## config.mk

```make
export PLATFORM = sky130hd
export DESIGN_NAME = activation_backward
export DESIGN_NICKNAME = d
export VERILOG_FILES = /design/src/rtl/activation_backward.sv
export SDC_FILE = /design/constraint.sdc
export NUM_CORES = 1
export LEC_CHECK = 0
export CAP_MARGIN = 10
export CORE_ASPECT_RATIO = 1.25
export CORE_MARGIN = 4
export CORE_UTILIZATION = 47
export CTS_CLUSTER_SIZE = 24
export DETAILED_ROUTE_END_ITERATION = 8
export PLACE_DENSITY = 0.79
export SETUP_SLACK_MARGIN = 0.5
export SLEW_MARGIN = 30
export SYNTH_ARGS = -nofsm -noshare
export SYNTH_HDL_FRONTEND = slang
export SYNTH_SLANG_ARGS = --single-unit
```

## constraint.sdc

```tcl
create_clock -name clk_i -period 1.6 [get_ports clk_i]
set_input_delay 0.24 -clock clk_i [delete_from_list [all_inputs] [get_ports clk_i]]
set_output_delay 0.24 -clock clk_i [all_outputs]
set_load 0.05 [all_outputs]
```

## src/rtl/activation_backward.sv

```systemverilog
// Backward activation stage: dL/dz = dL/dy * f'(z), two-stage valid/ready
// pipeline with a per-vector last-beat marker on the output side.
module activation_backward #(
  parameter int DATA_WIDTH = 16,
  parameter int FRAC_BITS  = 8,
  parameter int VEC_LEN    = 64
) (
  input  logic                  clk_i,
  input  logic                  rst_ni,
  input  logic [1:0]            activ_type_i,
  input  logic                  in_valid_i,
  output logic                  in_ready_o,
  input  logic [DATA_WIDTH-1:0] z_i,
  input  logic [DATA_WIDTH-1:0] grad_i,
  output logic                  out_valid_o,
  input  logic                  out_ready_i,
  output logic [DATA_WIDTH-1:0] grad_o,
  output logic                  out_last_o
);

  localparam int CW = (VEC_LEN > 1) ? $clog2(VEC_LEN) : 1;
  localparam logic [CW-1:0] LAST_IDX = CW'(VEC_LEN - 1);

  // z compared in a 2-bit-wider signed domain so that 2*ONE never overflows,
  // even at the top of the legal FRAC_BITS range.
  localparam logic signed [DATA_WIDTH+1:0] ONE_X = {{(DATA_WIDTH+1){1'b0}}, 1'b1} << FRAC_BITS;
  localparam logic signed [DATA_WIDTH+1:0] TWO_X = ONE_X <<< 1;

  typedef enum logic [1:0] {ACT_RELU = 2'd0, ACT_SIGM = 2'd1, ACT_TANH = 2'd2, ACT_IDENT = 2'd3} act_e;

  // f'(z) only ever takes the values 0, ONE/4 or ONE, so it is carried as a
  // code and the Q-format product reduces to select / arithmetic shift:
  //   (g*ONE)>>>F = g,  (g*(ONE>>2))>>>F = g>>>2 (floor),  (g*0)>>>F = 0.
  typedef enum logic [1:0] {D_ZERO = 2'd0, D_QUART = 2'd1, D_ONE = 2'd2} dcode_e;

  logic signed [DATA_WIDTH+1:0] w_z_x;
  dcode_e                       w_dcode;
  logic                         w_advance;
  logic signed [DATA_WIDTH-1:0] w_s1_result;

  logic                         r_s1_valid;
  dcode_e                       r_s1_dcode;
  logic signed [DATA_WIDTH-1:0] r_s1_grad;
  logic                         r_s2_valid;
  logic [DATA_WIDTH-1:0]        r_grad_o;
  logic [CW-1:0]                r_cnt;

  assign w_z_x = {{2{z_i[DATA_WIDTH-1]}}, z_i};

  // Derivative selection with strict signed comparisons (z = most-negative is fine).
  always_comb begin
    w_dcode = D_ZERO;
    case (act_e'(activ_type_i))
      ACT_RELU:  w_dcode = (w_z_x > 0) ? D_ONE : D_ZERO;
      ACT_SIGM:  w_dcode = ((w_z_x > -TWO_X) && (w_z_x < TWO_X)) ? D_QUART : D_ZERO;
      ACT_TANH:  w_dcode = ((w_z_x > -ONE_X) && (w_z_x < ONE_X)) ? D_ONE : D_ZERO;
      ACT_IDENT: w_dcode = D_ONE;
      default:   w_dcode = D_ZERO;
    endcase
  end

  // Scaled gradient produced from the S1 registers, loaded into S2.
  always_comb begin
    w_s1_result = '0;
    case (r_s1_dcode)
      D_ONE:   w_s1_result = r_s1_grad;
      D_QUART: w_s1_result = r_s1_grad >>> 2;
      default: w_s1_result = '0;
    endcase
  end

  // Whole pipe moves together; an empty S2 or a ready sink lets it advance.
  assign w_advance   = !r_s2_valid || out_ready_i;
  assign in_ready_o  = w_advance;
  assign out_valid_o = r_s2_valid;
  assign grad_o      = r_grad_o;
  assign out_last_o  = r_s2_valid && (r_cnt == LAST_IDX);

  // S1: capture derivative code and upstream gradient on accept.
  always_ff @(posedge clk_i or negedge rst_ni) begin
    if (!rst_ni) begin
      r_s1_valid <= 1'b0;
      r_s1_dcode <= D_ZERO;
      r_s1_grad  <= '0;
    end else if (w_advance) begin
      r_s1_valid <= in_valid_i;
      if (in_valid_i) begin
        r_s1_dcode <= w_dcode;
        r_s1_grad  <= $signed(grad_i);
      end
    end
  end

  // S2: output register; held while the sink stalls.
  always_ff @(posedge clk_i or negedge rst_ni) begin
    if (!rst_ni) begin
      r_s2_valid <= 1'b0;
      r_grad_o   <= '0;
    end else if (w_advance) begin
      r_s2_valid <= r_s1_valid;
      if (r_s1_valid) r_grad_o <= w_s1_result;
    end
  end

  // Element counter: steps on each output handshake, wraps at VEC_LEN-1.
  always_ff @(posedge clk_i or negedge rst_ni) begin
    if (!rst_ni) begin
      r_cnt <= '0;
    end else if (r_s2_valid && out_ready_i) begin
      r_cnt <= (r_cnt == LAST_IDX) ? '0 : r_cnt + 1'b1;
    end
  end

endmodule

```

==> summary.txt, run 1 <==
Synthesis
  – Yosys warning total: 0
  – Flops & latches, synth: 42
  – Share of the yosys chip area belonging to registers: 53.9%
  – Largest family of logic cells by synthesized area: simple AND/OR/NAND/NOR gates
  – Post-synth top area share: 53.9%
  – Syn Nets: 247
  – Synth area leader: dfrtp_1
  – Mux cell area share after synthesis: under 10%
  – Synth unique cells: 31
  – Compound-cell area share of the yosys netlist: 17.3%
  – Mapped Cells: 206
  – Top cells by area, synth: dfrtp_1 54%, nand2_1 14%, o31ai_1 6.2%, a22oi_1 5.8%, clkbuf_1 1.9%
  – Synth Area in Adders: between 1.5 and 2%
  – Xor/xnor cell area share of the yosys netlist: 0.898%
  – Synth Area in Simple Gates: 21.3%
  – Syn Area/Cell: 9.47 sq um
  – Mapped Area: 0.00195 sq mm

Placement
  – Placer Congestion: 0.822
  – IO Port Bufs: 56
  – Hpwl dp: between 3000 and 4000 microns
  – Pre-CTS setup slack: -0.601 ns

Floorplanning
  – Row count: 25
  – Die Wd: 65.6 microns
  – Top-level port count: 57
  – Initial core utilization: 50.3%
  – Height of the die: between 80 and 90 microns

Timing
  – WEP type: top-level output
  – Grt repair worst endpoint: out_last_o

Clocking
  – CTS max path bufs: 2
  – CTS sink cnt: 42
  – Max H-tree Level: 2
  – CTS root buf: clkbuf_8
  – Cts bufs inserted: 5

Run status
  – Halt Stage: 5_1_grt
  – Status: stopped before the end
  – Err: [ERROR DPL-0033] detailed placement checks failed during check placement.

Global route
  – Largest net degree at the start of global routing: 24
  – Initial antenna violation count: 0
-- Yosys cell counts --
master,number
a211o_1,1
nor4_1,4
or2_1,1
nand2b_1,1
nor3_1,1
o31ai_1,16
o311ai_0,1
a22oi_1,15
nand3_1,3
o21ai_1,3
o221ai_2,1
and2_1,3
o22ai_1,1
dfrtp_1,42
nor2_1,4
inv_1,5
o211ai_1,1
ha_1,3
nand4_1,2
mux2_1,1
xnor2_1,2
buf_2,1
clkbuf_1,10
a311oi_1,1
mux2_2,1
or4_4,2
nand2_1,75
o2111ai_1,1
or4_1,1
buf_1,2
o311ai_4,1
-- cells by family after synthesis --
logic type,Yosys count
buf+inv,18
fa+ha+maj,3
flops,42
mux,2
simple gates,97
xor+xnor,2
compound gates,42
-- timing repair --
action | CTS
gates resized for setup | 130
pin swaps | 61
buffers inserted | 17
hold endpoints to repair | 19
cloned | 7
hold buffers | 1
endpoints found under the setup margin | 54
-- stage by stage --
stage | TNS [ns] | cell area [sq um] | std cells | hold slack [ns]
after floorplan | -0.107 | 2070 | 206 | -0.0556
after CTS | 0 | 3380 | 349 | 0.419
after detailed placement | -0.917 | 2680 | 317 | 0.214
after global placement | -0.844 | 2680 | 317 | 0.212
==> run 2: changes to the inputs <==
--- a/config.mk
+++ b/config.mk
@@ -6,13 +6,10 @@
 export NUM_CORES = 1
 export LEC_CHECK = 0
 export CAP_MARGIN = 10
-export CORE_ASPECT_RATIO = 1.25
 export CORE_MARGIN = 4
-export CORE_UTILIZATION = 47
-export CTS_CLUSTER_SIZE = 24
+export CORE_UTILIZATION = 40
 export DETAILED_ROUTE_END_ITERATION = 8
-export PLACE_DENSITY = 0.79
-export SETUP_SLACK_MARGIN = 0.5
+export PLACE_DENSITY_LB_ADDON = 0.15
 export SLEW_MARGIN = 30
 export SYNTH_ARGS = -nofsm -noshare
 export SYNTH_HDL_FRONTEND = slang
==> summary.txt, run 2 <==
Detailed routing
  – Routed Antenna Nets: 0
  – 1st-pass router iterations: 4
  – Vias after detailed routing: approximately 1700
  – # DRC: 0
  – Drt via density: about 4.9
  – WL final: 4420 microns
  – DR iter-0 viols: 84
  – Wire per inst: about 13 microns

Timing
  – Final count of pins violating max slew: 0
  – Post-Route Setup TNS: 0 ns
  – Final min period: between 1.5 and 2 ns
  – Upper clock frequency limit: 633 MHz
  – Final setup margin: 0.0194 ns
  – Final Hold Vio Count: 0
  – Setup violators final: 0
  – Slew margin rel.: between 70% and 80%
  – Layout Skew: between 0.005 and 0.006 ns
  – Worst-Margin Slew: 0.414 ns
  – Min Hold Slack: 0.363 ns
  – RSZ-0062 raised after global routing: yes
  – Final Cycle Share: a little over nine tenths

Synthesis
  – Synth Flop Type: dfrtp_1
  – Post-synth EDFFs: 0
  – Flops & latches, synth: 42
  – Synth unique cells: 31
  – Share of the yosys chip area belonging to registers: 53.9%
  – Mapped Cells: 206
  – Most frequent cell after synthesis: nand2_1
  – Mapped Area: 0.00195 sq mm
  – Post-synth top area share: a little over half
  – Top cells by area, synth: dfrtp_1 54%, nand2_1 14%, o31ai_1 6.2%, a22oi_1 5.8%, clkbuf_1 1.9%
  – Yosys warning total: 0
  – Synth top cells by count: 75 x nand2_1, 42 x dfrtp_1, 16 x o31ai_1
  – Post-synth ARST share: 100%
  – Synth area leader: dfrtp_1
  – Syn Area/Cell: 9.47 sq um
  – Syn Nets: 247

Setup path
  – Worst R2R Path Depth: 4
  – WP data arrival: 1.34 ns
  – Critical path data required time: 1.36 ns
  – Crit path kind: flip-flop to output port
  – Worst setup EP type: output port
  – Max Fanout on Critical Path: 4
  – CP Launch Type: flip-flop

Power
  – Register share of total power: ~48%
  – Leak: 1.28 nW
  – Power per cell area: between 1000 and 1500 mW/mm^2
  – Internal power: 1.93 mW
  – Combinational fraction of design power: 30.3%
  – Total power: 2.90 mW
  – Switching Fraction: 33.3%
  – Max VDD drop: 390 uV
  – Clock network power share: 21.4%
  – Net Sw Power: 965 uW

Final layout
  – Final Cell Area: ~0.0028 sq mm
  – Proportion of layout cells with a drive suffix above 1: 22.5%
  – Register area: approximately 0.0011 sq mm
  – Nets: between 300 and 400
  – Most common cell after layout, fill and taps aside: nand2_1
  – Area Overhead vs Synth: 45.8%
  – Final Non-Filler Cells: 347
  – Diode count: 0
  – Final Util: 60.2%
  – Area of the multi-input gates: 866 sq um
  – Fillers: 421
  – Commonest cells after routing, fill and taps aside: 75 x nand2_1, 41 x dfrtp_1, 37 x buf_4

Clocking
  – Clock-pin slew on the worst setup and hold paths: 0.08 ns
  – Max H-tree Level: 2
  – CTS root buf: clkbuf_8
  – Cts bufs inserted: 5
  – Clk_lat worst skew: ~0.29 ns
  – CTS sink cnt: between 40 and 50
  – TritonCTS clock tree: done
  – CTS max path bufs: 2

Floorplanning
  – Height of the die: 77.8 microns
  – Core Region: 0.00472 sq mm
  – Initial core utilization: 41.3%
  – Row count: 25
  – Die area: 0.00606 sq mm
  – Top-level port count: 57
  – Die Wd: 77.8 microns

Placement
  – Placer Congestion: 0.767
  – Pre-CTS setup slack: -0.590 ns
  – DP Area: 0.00270 sq mm
  – IO Port Bufs: 56
  – Placed cells: between 300 and 400
  – Hpwl dp: ~3300 microns

Run
  – Max-Cap Viols: 0

Global route
  – Total track usage: around 16%
  – Busiest grt layer: met2
  – Met2 Use GR: 24.4%
  – Grt met1 use: between 20% and 30%
  – Largest net degree at the start of global routing: 33
  – Grt total ovfl: 0
  – Grt met3 use: under 10%
  – First-pass GRT wire length: between 7000 and 8000 microns
  – Initial antenna violation count: 0
  – Vias in the first global route: 1753

Run status
  – Status: finished, final reports clean

Hold path
  – Worst Hold Depth: 4
  – Hold Path Class: primary input to flip-flop
## run 2: cell counts after synthesis
No cell type changed its count.
## run 2: worst max-delay path: stages (launching register included)
cell	delay, ns
dfrtp_1	0.40
ha_4	0.18
nand3_4	0.08
nor2_4	0.13
and2_4	0.15
buf_12	0.13
## run 2: kinds of logic (layout without fill, tap and decap cells)
family | count (synthesis) | count (layout) | share of synthesized area [%]
xor gates and xnor gates | 2 | 2 | 0.898
AOI/OAI and AO/OA | 42 | 42 | 17.3
DFF | 42 | 42 | 53.9
muxes | 2 | 2 | 1.15
buffers and inverters | 18 | 92 | 3.53
and+or+nand+nor | 97 | 97 | 21.3
adders and majority gates | 3 | 3 | 1.92
## run 2: final timing paths
check | slack (ns) | startpoint | to
max | 0.02 | r_cnt[1] | out_last_o
min | 0.36 | z_i[13] | r_s1_dcode[0]
max reg2reg | 0.26 | r_s1_dcode[0] | grad_o[14]
min reg2reg | 0.47 | r_s1_valid | out_valid_o
max in group asynchronous | 0.70 | rst_ni | out_valid_o
min in group asynchronous | 0.42 | rst_ni | r_cnt[5]
## run 2: area by class of cell
class	count	area share, %
Clock buffer	5	2.42
Tap cell	67	2.95
Timing Repair Buffer	80	26.2
Clock inverter	2	0.352
Sequential cell	42	37.0
Inverter	5	0.660
Multi-Input combinational cell	146	30.4
## run 2: timing repair
| action | CTS | global route |
|---|---|---|
| gates resized for setup | 18 | 4 |
| pin swaps | 3 | 4 |
| hold buffers | 1 | 0 |
| endpoints found under the setup margin | 2 | 2 |
| hold endpoints to repair | 17 | 0 |
| setup buffers | 2 | 2 |
## run 2: power by group through the flow
stage	Clock [mW]	Sequential, mW	Combinational [mW]
2_1_floorplan	0	1.49	0.343
3_3_place_gp	0	1.39	0.789
3_5_place_dp	0	1.40	0.798
4_1_cts	0.651	1.37	0.834
5_1_grt	0.690	1.43	0.977
6_report	0.620	1.40	0.879
## run 2: routing by layer
layer / share of wire [%] / wire (microns)
met1: 48 / 2120
met4: 0.66 / 29
met5: 0 / 0
met2: 45 / 1990
met3: 6.5 / 286
Note: power is estimated with default switching activity, not from simulation.
